===== src/rtl/mpsoc_msi_ahb2apb_bridge.sv =====
// AHB-Lite slave to APB bridge: each accepted AHB transfer becomes exactly one APB transfer.
// Optional APB4 sideband (PSTRB/PPROT) is enabled by defining MPSOC_MSI_APB4_EN.
module mpsoc_msi_ahb2apb_bridge #(
    parameter int PLEN       = 64,
    parameter int XLEN       = 64,
    parameter int PADDR_SIZE = 16
) (
    input  logic                  HCLK,
    input  logic                  HRESETn,
    input  logic                  HSEL,
    input  logic [PLEN-1:0]       HADDR,
    input  logic [XLEN-1:0]       HWDATA,
    output logic [XLEN-1:0]       HRDATA,
    input  logic                  HWRITE,
    input  logic [2:0]            HSIZE,
    input  logic [2:0]            HBURST,
    input  logic [3:0]            HPROT,
    input  logic [1:0]            HTRANS,
    input  logic                  HMASTLOCK,
    input  logic                  HREADY,
    output logic                  HREADYOUT,
    output logic                  HRESP,
    output logic                  PSEL,
    output logic                  PENABLE,
    output logic [PADDR_SIZE-1:0] PADDR,
    output logic                  PWRITE,
    output logic [XLEN-1:0]       PWDATA,
    input  logic [XLEN-1:0]       PRDATA,
    input  logic                  PREADY,
    input  logic                  PSLVERR
`ifdef MPSOC_MSI_APB4_EN
    ,
    output logic [XLEN/8-1:0]     PSTRB,
    output logic [2:0]            PPROT
`endif
);

    localparam int         BW       = XLEN / 8;
    localparam int         SZ_MAX   = $clog2(BW);
    localparam logic [2:0] SZ_MAX_C = 3'(SZ_MAX);

    typedef enum logic [2:0] {
        ST_IDLE   = 3'd0,
        ST_WLOAD  = 3'd1,
        ST_SETUP  = 3'd2,
        ST_ACCESS = 3'd3,
        ST_DONE   = 3'd4,
        ST_ERR1   = 3'd5,
        ST_ERR2   = 3'd6
    } state_t;

    state_t                  state_r;
    logic [PADDR_SIZE-1:0]   addr_r;
    logic                    write_r;
    logic                    accept_s;
    logic                    size_err_s;
    logic                    unused_s;

    assign accept_s   = HSEL & HREADY & HTRANS[1];
    assign size_err_s = (HSIZE > SZ_MAX_C);

`ifdef MPSOC_MSI_APB4_EN
    logic [BW-1:0] strb_r;
    logic [2:0]    pprot_r;

    // Byte lanes covered by a naturally aligned transfer of 2^size bytes.
    function automatic logic [BW-1:0] strb_f(input logic [2:0] size, input logic [SZ_MAX-1:0] offs);
        int            nbytes;
        int            base;
        logic [BW-1:0] strb;
        nbytes = int'(32'd1 << size);
        base   = int'(offs) & ~(nbytes - 32'sd1);
        for (int i = 0; i < BW; i++) begin
            strb[i] = (i >= base) && (i < base + nbytes);
        end
        return strb;
    endfunction

    assign unused_s = ^{HBURST, HMASTLOCK, HTRANS[0], HPROT[3:2], HADDR[PLEN-1:PADDR_SIZE]};
`else
    assign unused_s = ^{HBURST, HMASTLOCK, HTRANS[0], HPROT, HADDR[PLEN-1:PADDR_SIZE]};
`endif

    // Bridge FSM with all AHB- and APB-side outputs registered.
    always_ff @(posedge HCLK or negedge HRESETn) begin
        if (!HRESETn) begin
            state_r   <= ST_IDLE;
            addr_r    <= '0;
            write_r   <= 1'b0;
            HREADYOUT <= 1'b1;
            HRESP     <= 1'b0;
            HRDATA    <= '0;
            PSEL      <= 1'b0;
            PENABLE   <= 1'b0;
            PADDR     <= '0;
            PWRITE    <= 1'b0;
            PWDATA    <= '0;
`ifdef MPSOC_MSI_APB4_EN
            strb_r    <= '0;
            pprot_r   <= 3'b000;
            PSTRB     <= '0;
            PPROT     <= 3'b000;
`endif
        end else begin
            case (state_r)
                // Only these states may take a new address phase.
                ST_IDLE, ST_DONE, ST_ERR2: begin
                    if (accept_s) begin
                        addr_r    <= HADDR[PADDR_SIZE-1:0];
                        write_r   <= HWRITE;
                        HREADYOUT <= 1'b0;
`ifdef MPSOC_MSI_APB4_EN
                        strb_r    <= HWRITE ? strb_f(HSIZE, HADDR[SZ_MAX-1:0]) : '0;
                        pprot_r   <= {~HPROT[0], 1'b1, HPROT[1]};
`endif
                        if (size_err_s) begin
                            state_r <= ST_ERR1;
                            HRESP   <= 1'b1;
                        end else if (HWRITE) begin
                            state_r <= ST_WLOAD;
                            HRESP   <= 1'b0;
                        end else begin
                            state_r <= ST_SETUP;
                            HRESP   <= 1'b0;
                            PSEL    <= 1'b1;
                            PADDR   <= HADDR[PADDR_SIZE-1:0];
                            PWRITE  <= 1'b0;
`ifdef MPSOC_MSI_APB4_EN
                            PSTRB   <= '0;
                            PPROT   <= {~HPROT[0], 1'b1, HPROT[1]};
`endif
                        end
                    end else begin
                        state_r   <= ST_IDLE;
                        HREADYOUT <= 1'b1;
                        HRESP     <= 1'b0;
                    end
                end
                // HWDATA is valid in the data phase, one cycle after accept.
                ST_WLOAD: begin
                    state_r <= ST_SETUP;
                    PWDATA  <= HWDATA;
                    PSEL    <= 1'b1;
                    PADDR   <= addr_r;
                    PWRITE  <= write_r;
`ifdef MPSOC_MSI_APB4_EN
                    PSTRB   <= strb_r;
                    PPROT   <= pprot_r;
`endif
                end
                ST_SETUP: begin
                    state_r <= ST_ACCESS;
                    PENABLE <= 1'b1;
                end
                ST_ACCESS: begin
                    if (PREADY) begin
                        PSEL    <= 1'b0;
                        PENABLE <= 1'b0;
`ifdef MPSOC_MSI_APB4_EN
                        PSTRB   <= '0;
                        PPROT   <= 3'b000;
`endif
                        if (PSLVERR) begin
                            state_r <= ST_ERR1;
                            HRESP   <= 1'b1;
                        end else begin
                            state_r   <= ST_DONE;
                            HREADYOUT <= 1'b1;
                            if (!write_r) begin
                                HRDATA <= PRDATA;
                            end
                        end
                    end else begin
                        state_r <= ST_ACCESS;
                    end
                end
                ST_ERR1: begin
                    state_r   <= ST_ERR2;
                    HREADYOUT <= 1'b1;
                end
                default: begin
                    state_r   <= ST_IDLE;
                    HREADYOUT <= 1'b1;
                    HRESP     <= 1'b0;
                    PSEL      <= 1'b0;
                    PENABLE   <= 1'b0;
                end
            endcase
        end
    end

endmodule


===== config.mk =====
export PLATFORM = sky130hd
export DESIGN_NAME = mpsoc_msi_ahb2apb_bridge
export DESIGN_NICKNAME = d
export VERILOG_FILES = /design/src/rtl/mpsoc_msi_ahb2apb_bridge.sv
export SDC_FILE = /design/constraint.sdc
export NUM_CORES = 1
export LEC_CHECK = 0
export CAP_MARGIN = 0
export CORE_AREA = 3 3 144 146
export CTS_CLUSTER_DIAMETER = 100
export DETAILED_ROUTE_END_ITERATION = 8
export DIE_AREA = 0 0 147 149
export PLACE_DENSITY = 0.76
export SYNTH_ARGS = -nofsm -noshare
export SYNTH_HDL_FRONTEND = slang
export SYNTH_SLANG_ARGS = --single-unit

===== constraint.sdc =====
create_clock -name HCLK -period 1.7 [get_ports HCLK]
set_input_delay 0.34 -clock HCLK [delete_from_list [all_inputs] [get_ports HCLK]]
set_output_delay 0.34 -clock HCLK [all_outputs]
set_load 0.02 [all_outputs]

== Word-level counts from Yosys, hierarchy flattened ==
Cells that the tools add are included.

* RAM bits: 0
* Latch bits: 0
* Memories: 0
* Logic and storage cells: 75
* Register bits after elaboration: 169
* ROM bits: 0
* Output and inout bits: 149

* $lt $le $gt $ge: 1
* Bitwise operators: 8
* Reductions and logical operators: 14
* Eq/ne operators: 12
* Shift-type cells: 0
* Add/subtract/negate cells: 0
* Div/mod/pow operators: 0
* Multiply operators: 0
* Mux-type cells: 29

{| class="wikitable"
|+ Operator list
! cell !! number
|-
| 16-bit two-way mux || 3
|-
| 16-bit case mux with 2 select lines || 1
|-
| 1-bit two-way mux || 15
|-
| 3-bit case mux with 5 select lines || 1
|-
| 2-bit inequality test, second input constant || 6
|-
| 3-bit == test, second input constant || 3
|-
| 3-bit two-way mux || 3
|-
| 1-bit case mux with 3 select lines || 3
|-
| 4-bit AND reduction || 2
|-
| 3-bit by 2-bit == test with 1-bit output, second input constant || 2
|-
| 1-bit inverter || 6
|-
| 3-bit AND reduction || 2
|-
| 3-bit OR reduction || 2
|-
| 5-bit AND reduction || 1
|-
| 5-bit OR reduction || 1
|-
| 1-bit case mux with 4 select lines || 1
|-
| 2-bit AND reduction || 2
|-
| 2-bit OR reduction || 2
|-
| 3-bit by 1-bit == test with 1-bit output, second input constant || 1
|-
| 3-bit by 2-bit > comparator with 1-bit output, second input constant || 1
|-
| 3-bit zero test || 1
|-
| 1-bit AND || 2
|-
| 2-bit two-way mux || 1
|-
| 1-bit case mux with 2 select lines || 1
|-
| 2-bit nonzero test || 1
|}

== Logic depth before layout (Yosys ltp) ==
Gate-level depths: netlist of the first run.

* Word-level depth: 4
* Gate-level depth with buffers: 7
* Depth with buffers taken out: 3

== Worst setup path after synthesis of the first run ==
OpenSTA, ideal clock, no wires.

* Path kind: reg2reg
* Start: reg state_r[2]
* End: reg HRDATA[0]
* Period minus slack after synthesis: 1680 ps
* Required time: 1575 ps
* Path slack: 20 ps
* Cell stages (with the launch flop): 7
* Library setup time: 125 ps
* Arrival time: 1555 ps
* Cell sequence: dfrtp_1 > buf_6 > nand4b_4 > or3_1 > buf_6 > buf_12 > mux2_4

* Word-level cells in the longest chain between the ends: 2

{| class="wikitable"
|+ Ends and longest elaborated chain
! what !! line !! text
|-
| start, declared || 52 || <nowiki>state_t state_r;</nowiki>
|-
| start signal, assigned || 87 || <nowiki>state_r <= ST_IDLE;</nowiki>
|-
| start signal, assigned || 117 || <nowiki>state_r <= ST_ERR1;</nowiki>
|-
| start signal, assigned || 120 || <nowiki>state_r <= ST_WLOAD;</nowiki>
|-
| 3-bit by 2-bit == test with 1-bit output || 105 || <nowiki>case (state_r)</nowiki>
|-
| 4-bit AND reduction (no source line) || -- ||
|-
| end signal, assigned || 92 || <nowiki>HRDATA <= '0;</nowiki>
|-
| end signal, assigned || 170 || <nowiki>HRDATA <= PRDATA;</nowiki>
|-
| end, declared || 13 || <nowiki>output logic [XLEN-1:0] HRDATA,</nowiki>
|}

No other way between the ends.
A chain may end at the register's enable or synchronous reset.

== Worst setup path in the final report of the first run ==
* Start: in PREADY
* End: reg HRDATA[10]

* Word-level cells in the longest chain between the ends: 1

{| class="wikitable"
|+ Ends and longest elaborated chain
! what !! line !! text
|-
| start, declared || 29 || <nowiki>input logic PREADY,</nowiki>
|-
| 4-bit AND reduction (no source line) || -- ||
|}

No other way between the ends.

==> results of run 1 <==
worst paths after layout:
| check | slack, ns | cells past startpoint | to |
|---|---|---|---|
| setup / recovery | 0.03 | 5 | HRDATA[10] |
| hold / removal | 0.34 | 2 | HRDATA[8] |
| setup reg to reg | 0.07 | 4 | HRDATA[10] |
| hold reg to reg | 0.47 | 2 | PWDATA[19] |
| max in group asynchronous | 0.74 | 3 | HREADYOUT |
| min in group HCLK | 0.45 | 3 | PWDATA[51] |
cell usage after synthesis (2+ instances only):
master / number / area [µm²]
nand2b_1: 2 / 12.51
mux2_4: 60 / 900.9
o21ai_0: 4 / 20.02
or2_2: 2 / 12.51
buf_12: 6 / 120.1
nand2_1: 215 / 807.0
inv_1: 2 / 7.510
mux2_2: 21 / 236.5
nand4_1: 17 / 106.4
dfrtp_1: 168 / 4204
buf_6: 3 / 33.78
clkbuf_1: 14 / 52.55
nor2_1: 10 / 37.54
a21oi_1: 2 / 10.01
buf_4: 3 / 22.52
o31ai_1: 6 / 45.04
buf_2: 11 / 55.05
o211ai_1: 11 / 82.58
a31oi_1: 8 / 50.05
layout by cell type, fill, tap and decap left out, drive strengths merged, types with 2 or more instances in the layout:
master | synthesis | routed
o211ai | 11 | 11
mux2 | 81 | 81
clkinvlp | 0 | 4
a31oi | 8 | 8
a21oi | 2 | 2
o21ai | 4 | 4
clkdlybuf4s50 | 0 | 151
clkinv | 0 | 4
nand4 | 17 | 17
nand4b | 2 | 2
or2 | 2 | 2
o31ai | 6 | 6
clkbuf | 14 | 18
inv | 2 | 6
dlygate4sd2 | 0 | 149
dfrtp | 168 | 168
nand2 | 215 | 215
buf | 23 | 39
nand2b | 2 | 2
nor2 | 11 | 11
kinds of logic (layout without fill, tap and decap cells):
group                  Yosys count  in the layout  synth area share [%]
buffers and inverters           39            373                 4.165
muxes                           81             81                 16.25
and+or+nand+nor                257            257                 15.48
AOI/OAI and AO/OA               37             37                 3.665
DFF                            169            169                 60.44
per-layer routing:
layer	share of wire (%)	vias to the layer above	track usage (%)
met5	0	-	0
met4	1.0	0	3.635
met3	9.3	15	7.293
met2	49	227	31.85
met1	41	2642	22.90
li1	-	2586	-
worst max-delay path, delay by kind of cell:
family / cells / cell delay, ns
buf+inv: 2 / 0.74
simple gates: 2 / 0.49
mux: 1 / 0.33
cell type report:
cell class              instances  area (µm²)  area share, %
clock buffers                  18       439.2          4.017
flip-flops and latches        169        4233          38.72
repair buffers                340        3298          30.17
well taps                     265       331.6          3.033
clock inverters                13       118.9          1.087
multi-input cells             375        2504          22.90
inverters                       2       7.507        0.06867
state kept, by name, summed over array words and instances, names as in the netlist:
signal	cells
HRDATA	64
state_r	3
HRESP	1
write_r	1
PENABLE	1
PSEL	1
PWDATA	64
HREADYOUT	1
PWRITE	1
PADDR	16
addr_r	16
metrics by stage:
| stage | instances | utilization, % | setup TNS, ns | worst slack, ns |
|---|---|---|---|---|
| CTS | 1182 | 55.97 | 0 | 0.01966 |
| global placement | 1150 | 53.97 | -27.98 | -0.3527 |
| floorplan | 583 | - | 0 | 0.01956 |
| finish | 1182 | 55.98 | 0 | 0.03460 |
| global route | 1182 | 55.98 | 0 | 0.01932 |
| detailed placement | 1150 | 53.97 | -29.29 | -0.3806 |
report_power, final:
group          switching (mW)  internal, mW  total, mW
Sequential               1.07          6.00       7.07
Clock                    1.64          2.06       3.70
Combinational            5.20          4.20       9.40
Total                    7.91          12.3       20.2
repair_timing:
item                                    CTS  global route
setup buffers                             0             0
hold buffers                              1             0
endpoints found under the setup margin  163            82
hold endpoints to repair                 17             0
gates resized for setup                 150             2
gates cloned                              0             0
==> impl_metrics.json, run 1 <==
{
  "yosys_warnings": 0,
  "netlist_instances": 583,
  "report.power.total_mw": 20.18,
  "numCtsBuffers": 17,
  "grt_max_degree": 65,
  "grt_usage_pct": 18.72,
  "grt_pass1_wl_um": 32440,
  "syn2layout_area_growth_pct": 56.18,
  "post-route-period-util_pct": 97.96,
  "fp.dieW_um": 147,
  "hold_class": "in2async",
  "drc": 0,
  "synthFlopType": "dfrtp_1",
  "io_pins": 361,
  "setup_viol": 0,
  "end_kind": "flop",
  "ys_ff_latch": 169,
  "grt_overflow": 0,
  "drt_iter0_markers": 235,
  "grt_pass1_vias": 5790,
  "dpl-instance-area_um2": 10540,
  "period_needed_ns": 1.665,
  "fin_area_um2": 10930,
  "critPathArrivalTime_ns": 1.95,
  "clock_latency_ns": 0.41,
  "antenna_left": 0,
  "finalWirelength_um": 20450,
  "synth-edff-count": 0,
  "cts_tree": "built",
  "finalHoldViolCount": 0,
  "crit_start": "PREADY",
  "io_buffer_count": 301,
  "cts_root_buffer": "clkbuf_16",
  "slew_headroom_pct": 73.09,
  "crit_chain": "clkdlybuf4s50_1 > nand4b_4 > or3_4 > buf_12 > mux2_4",
  "crit_type": "in2reg",
  "ir_drop_v": 0.001047,
  "nFillCells": 1691,
  "crit_path_start_kind": "primary input",
  "clock_sinks": 169,
  "worst_pin_slew_ns": 0.4037,
  "start_util_pct": 35.85,
  "p_per_area_nw_per_um2": 1846,
  "cap_violations": 0,
  "antenna_cells": 0,
  "leakagePower_nw": 5.487,
  "seq_area_frac_synth_pct": 60.44,
  "cp_slowest_cell": "clkdlybuf4s50_1",
  "hold-worst-slack_ns": 0.3411,
  "core-area_um2": 19530,
  "dieArea_um2": 21900,
  "dpl.hpwl_um": 15110,
  "viasPerCell": 4.628,
  "cp.required_ns": 1.99,
  "r2r_start": "state_r[2]",
  "vias": 5470,
  "place.gp.congestion": 0.7563,
  "synth_nets": 795,
  "wl_per_cell_um": 17.30,
  "fmax_mhz": 600.5,
  "clk_pin_slew_ns": 0.07,
  "synthArstFlopShare_pct": 100.0,
  "htree_levels": 4,
  "drive_gt1_share_pct": 17.78,
  "final_nets": 1117,
  "status": "finished, final reports clean",
  "firstDrtPassIters": 4,
  "fp.dieH_um": 149,
  "fp-row-count": 51,
  "clock_path_buffers": 2,
  "synth.distinct_cells": 37,
  "synth_area_um2": 6999,
  "antenna_found_initial": 0,
  "rsz0062_at_grt": "no",
  "critPathMaxStageDelay_ns": 0.54,
  "cp_max_fo": 38,
  "syn_area_per_cell_um2": 12.01,
  "finalClockSkew_ns": 0.007455,
  "finalMaxSlewViolations": 0
}
Power figures use the tool's default switching activity.
==> inputs of run 2 (changes only) <==
--- a/config.mk
+++ b/config.mk
@@ -7,7 +7,6 @@
 export LEC_CHECK = 0
 export CAP_MARGIN = 0
 export CORE_AREA = 3 3 144 146
-export CTS_CLUSTER_DIAMETER = 100
 export DETAILED_ROUTE_END_ITERATION = 8
 export DIE_AREA = 0 0 147 149
 export PLACE_DENSITY = 0.76
==> results of run 2 <==
No change in the layout: final DEF, timing and power equal those of run 1.
==> inputs of run 3 (changes only) <==
--- a/config.mk
+++ b/config.mk
@@ -10,6 +10,7 @@
 export DETAILED_ROUTE_END_ITERATION = 8
 export DIE_AREA = 0 0 147 149
 export PLACE_DENSITY = 0.76
+export RECOVER_POWER = 100
 export SYNTH_ARGS = -nofsm -noshare
 export SYNTH_HDL_FRONTEND = slang
 export SYNTH_SLANG_ARGS = --single-unit
==> impl_metrics.json, run 3 (same netlist as run 1, synthesis figures left out) <==
{
  "htree_levels": 4,
  "crit_start": "PREADY",
  "period_needed_ns": 1.662,
  "numCtsBuffers": 17,
  "critPathArrivalTime_ns": 1.95,
  "rsz0062_at_grt": "no",
  "start_util_pct": 35.85,
  "rr_worst_depth": 4,
  "rr_endpoint": "HRDATA[13]",
  "setup_viol": 0,
  "grt_overflow": 0,
  "dpl.hpwl_um": 15110,
  "wl_met2_um": 9984,
  "crit_path_start_kind": "primary input",
  "swShare_pct": 40.08,
  "power_frac_clock_pct": 18.9,
  "final_cell_mix": "nand2_1, dfrtp_1, clkdlybuf4s50_1, dlygate4sd2_1, mux2_1",
  "report.power.total_mw": 19.59,
  "leakagePower_nw": 5.215,
  "mostFrequentLayoutCell": "nand2_1",
  "final_nets": 1117,
  "drt_iter0_markers": 208,
  "clock_latency_ns": 0.41,
  "io_pins": 361,
  "cp.required_ns": 1.99,
  "fp.dieH_um": 149,
  "finalHoldViolCount": 0,
  "antenna_cells": 0,
  "hold-worst-slack_ns": 0.3347,
  "io_buffer_count": 301,
  "clk_pin_slew_ns": 0.07,
  "r2r_slack_ns": 0.07,
  "viasPerCell": 4.613,
  "fp.dieW_um": 147,
  "ir_drop_v": 0.001048,
  "finalClockSkew_ns": 0.007388,
  "finalMaxSlewViolations": 0,
  "top_layer": "met4",
  "crit_end": "HRDATA[13]",
  "wl_per_cell_um": 17.23,
  "drc": 0,
  "status": "finished, final reports clean",
  "dieArea_um2": 21900,
  "firstDrtPassIters": 4,
  "syn2layout_area_growth_pct": 52.52,
  "cap_violations": 0,
  "cp_max_fo": 38,
  "slew_headroom_pct": 44.56,
  "p_comb_share_pct": 45.1,
  "wl_met1_um": 8402,
  "p_per_area_nw_per_um2": 1835,
  "fp-row-count": 51,
  "clock_sinks": 169,
  "crit_type": "in2reg",
  "end_kind": "flop",
  "cts_root_buffer": "clkbuf_16",
  "drive_gt1_share_pct": 11.67,
  "grt_pass1_wl_um": 32440,
  "place.gp.congestion": 0.7563,
  "antenna_found_initial": 0,
  "post-route-period-util_pct": 97.77,
  "fmax_mhz": 601.6,
  "worst_pin_slew_ns": 0.8315,
  "vias": 5452,
  "route.met3.wl_um": 1763,
  "internal-power_mw": 11.74,
  "clock_path_buffers": 2,
  "antenna_left": 0,
  "finalWirelength_um": 20370,
  "grt_pass1_vias": 5790,
  "r2r_start": "state_r[1]",
  "seqPwrFrac_pct": 36.0,
  "core-area_um2": 19530,
  "hold_class": "in2async",
  "largestRegisters": "HRDATA: 64 flops, PWDATA: 64 flops",
  "nFillCells": 1772,
  "fin_area_um2": 10680,
  "grt_usage_pct": 18.72,
  "cts_tree": "built",
  "grt_max_degree": 65,
  "dpl-instance-area_um2": 10540,
  "switching_power_mw": 7.852
}
-- run 3: power groups by stage --
stage | clock network, mW | logic [mW] | registers, mW
after floorplan | 0 | 3.55 | 9.11
after global routing | 3.99 | 9.60 | 7.30
after CTS | 3.84 | 9.54 | 7.08
final | 3.71 | 8.83 | 7.05
after detailed placement | 0 | 10.7 | 7.18
after global placement | 0 | 10.5 | 7.11
-- run 3: worst max-delay path: stages --
cell             delay [ns]
clkdlybuf4s50_1        0.54
nand4b_4               0.11
or3_4                  0.37
buf_12                 0.19
mux2_1                 0.35
-- run 3: worst min path at each step --
stage | slack [ns] | endpoint | cells after the start
2_1_floorplan | 0.04 | HRDATA[0] | 0
3_3_place_gp | 0.19 | HRDATA[8] | 1
3_5_place_dp | 0.20 | HRDATA[8] | 1
4_1_cts | 0.32 | HRDATA[8] | 2
5_1_grt | 0.34 | HRDATA[8] | 2
6_report | 0.33 | HRDATA[8] | 2
-- run 3: layout make-up --
| type | count | area (µm²) | share of cell area (%) |
|---|---|---|---|
| clock buffer | 18 | 439.2 | 4.114 |
| sequential | 169 | 4233 | 39.65 |
| multi-input combinational | 375 | 2295 | 21.50 |
| timing repair buffer | 340 | 3251 | 30.45 |
| inverter | 2 | 7.507 | 0.07032 |
| tap | 265 | 331.6 | 3.106 |
| clock inverter | 13 | 118.9 | 1.113 |
-- run 3: stage by stage --
| step | setup WS [ns] | util [%] | setup TNS [ns] | cells |
|---|---|---|---|---|
| 2_1_floorplan | 0.01956 | - | 0 | 583 |
| 3_3_place_gp | -0.3527 | 53.97 | -27.98 | 1150 |
| 3_5_place_dp | -0.3806 | 53.97 | -29.29 | 1150 |
| 4_1_cts | 0.01966 | 55.97 | 0 | 1182 |
| 5_1_grt | 0.01824 | 54.67 | 0 | 1182 |
| 6_report | 0.03783 | 54.67 | 0 | 1182 |
-- run 3: repair_timing --
action                                  4_1_cts  5_1_grt
hold buffers                                  1        0
endpoints found under the setup margin      163       82
hold endpoints to repair                     17        0
gates resized for setup                     150        2
buffers inserted                              0        0
-- run 3: layer usage --
metal	GRT usage, %	vias up
met5	0	-
met4	3.635	0
met3	7.293	15
met2	31.85	223
met1	22.90	2631
li1	-	2583
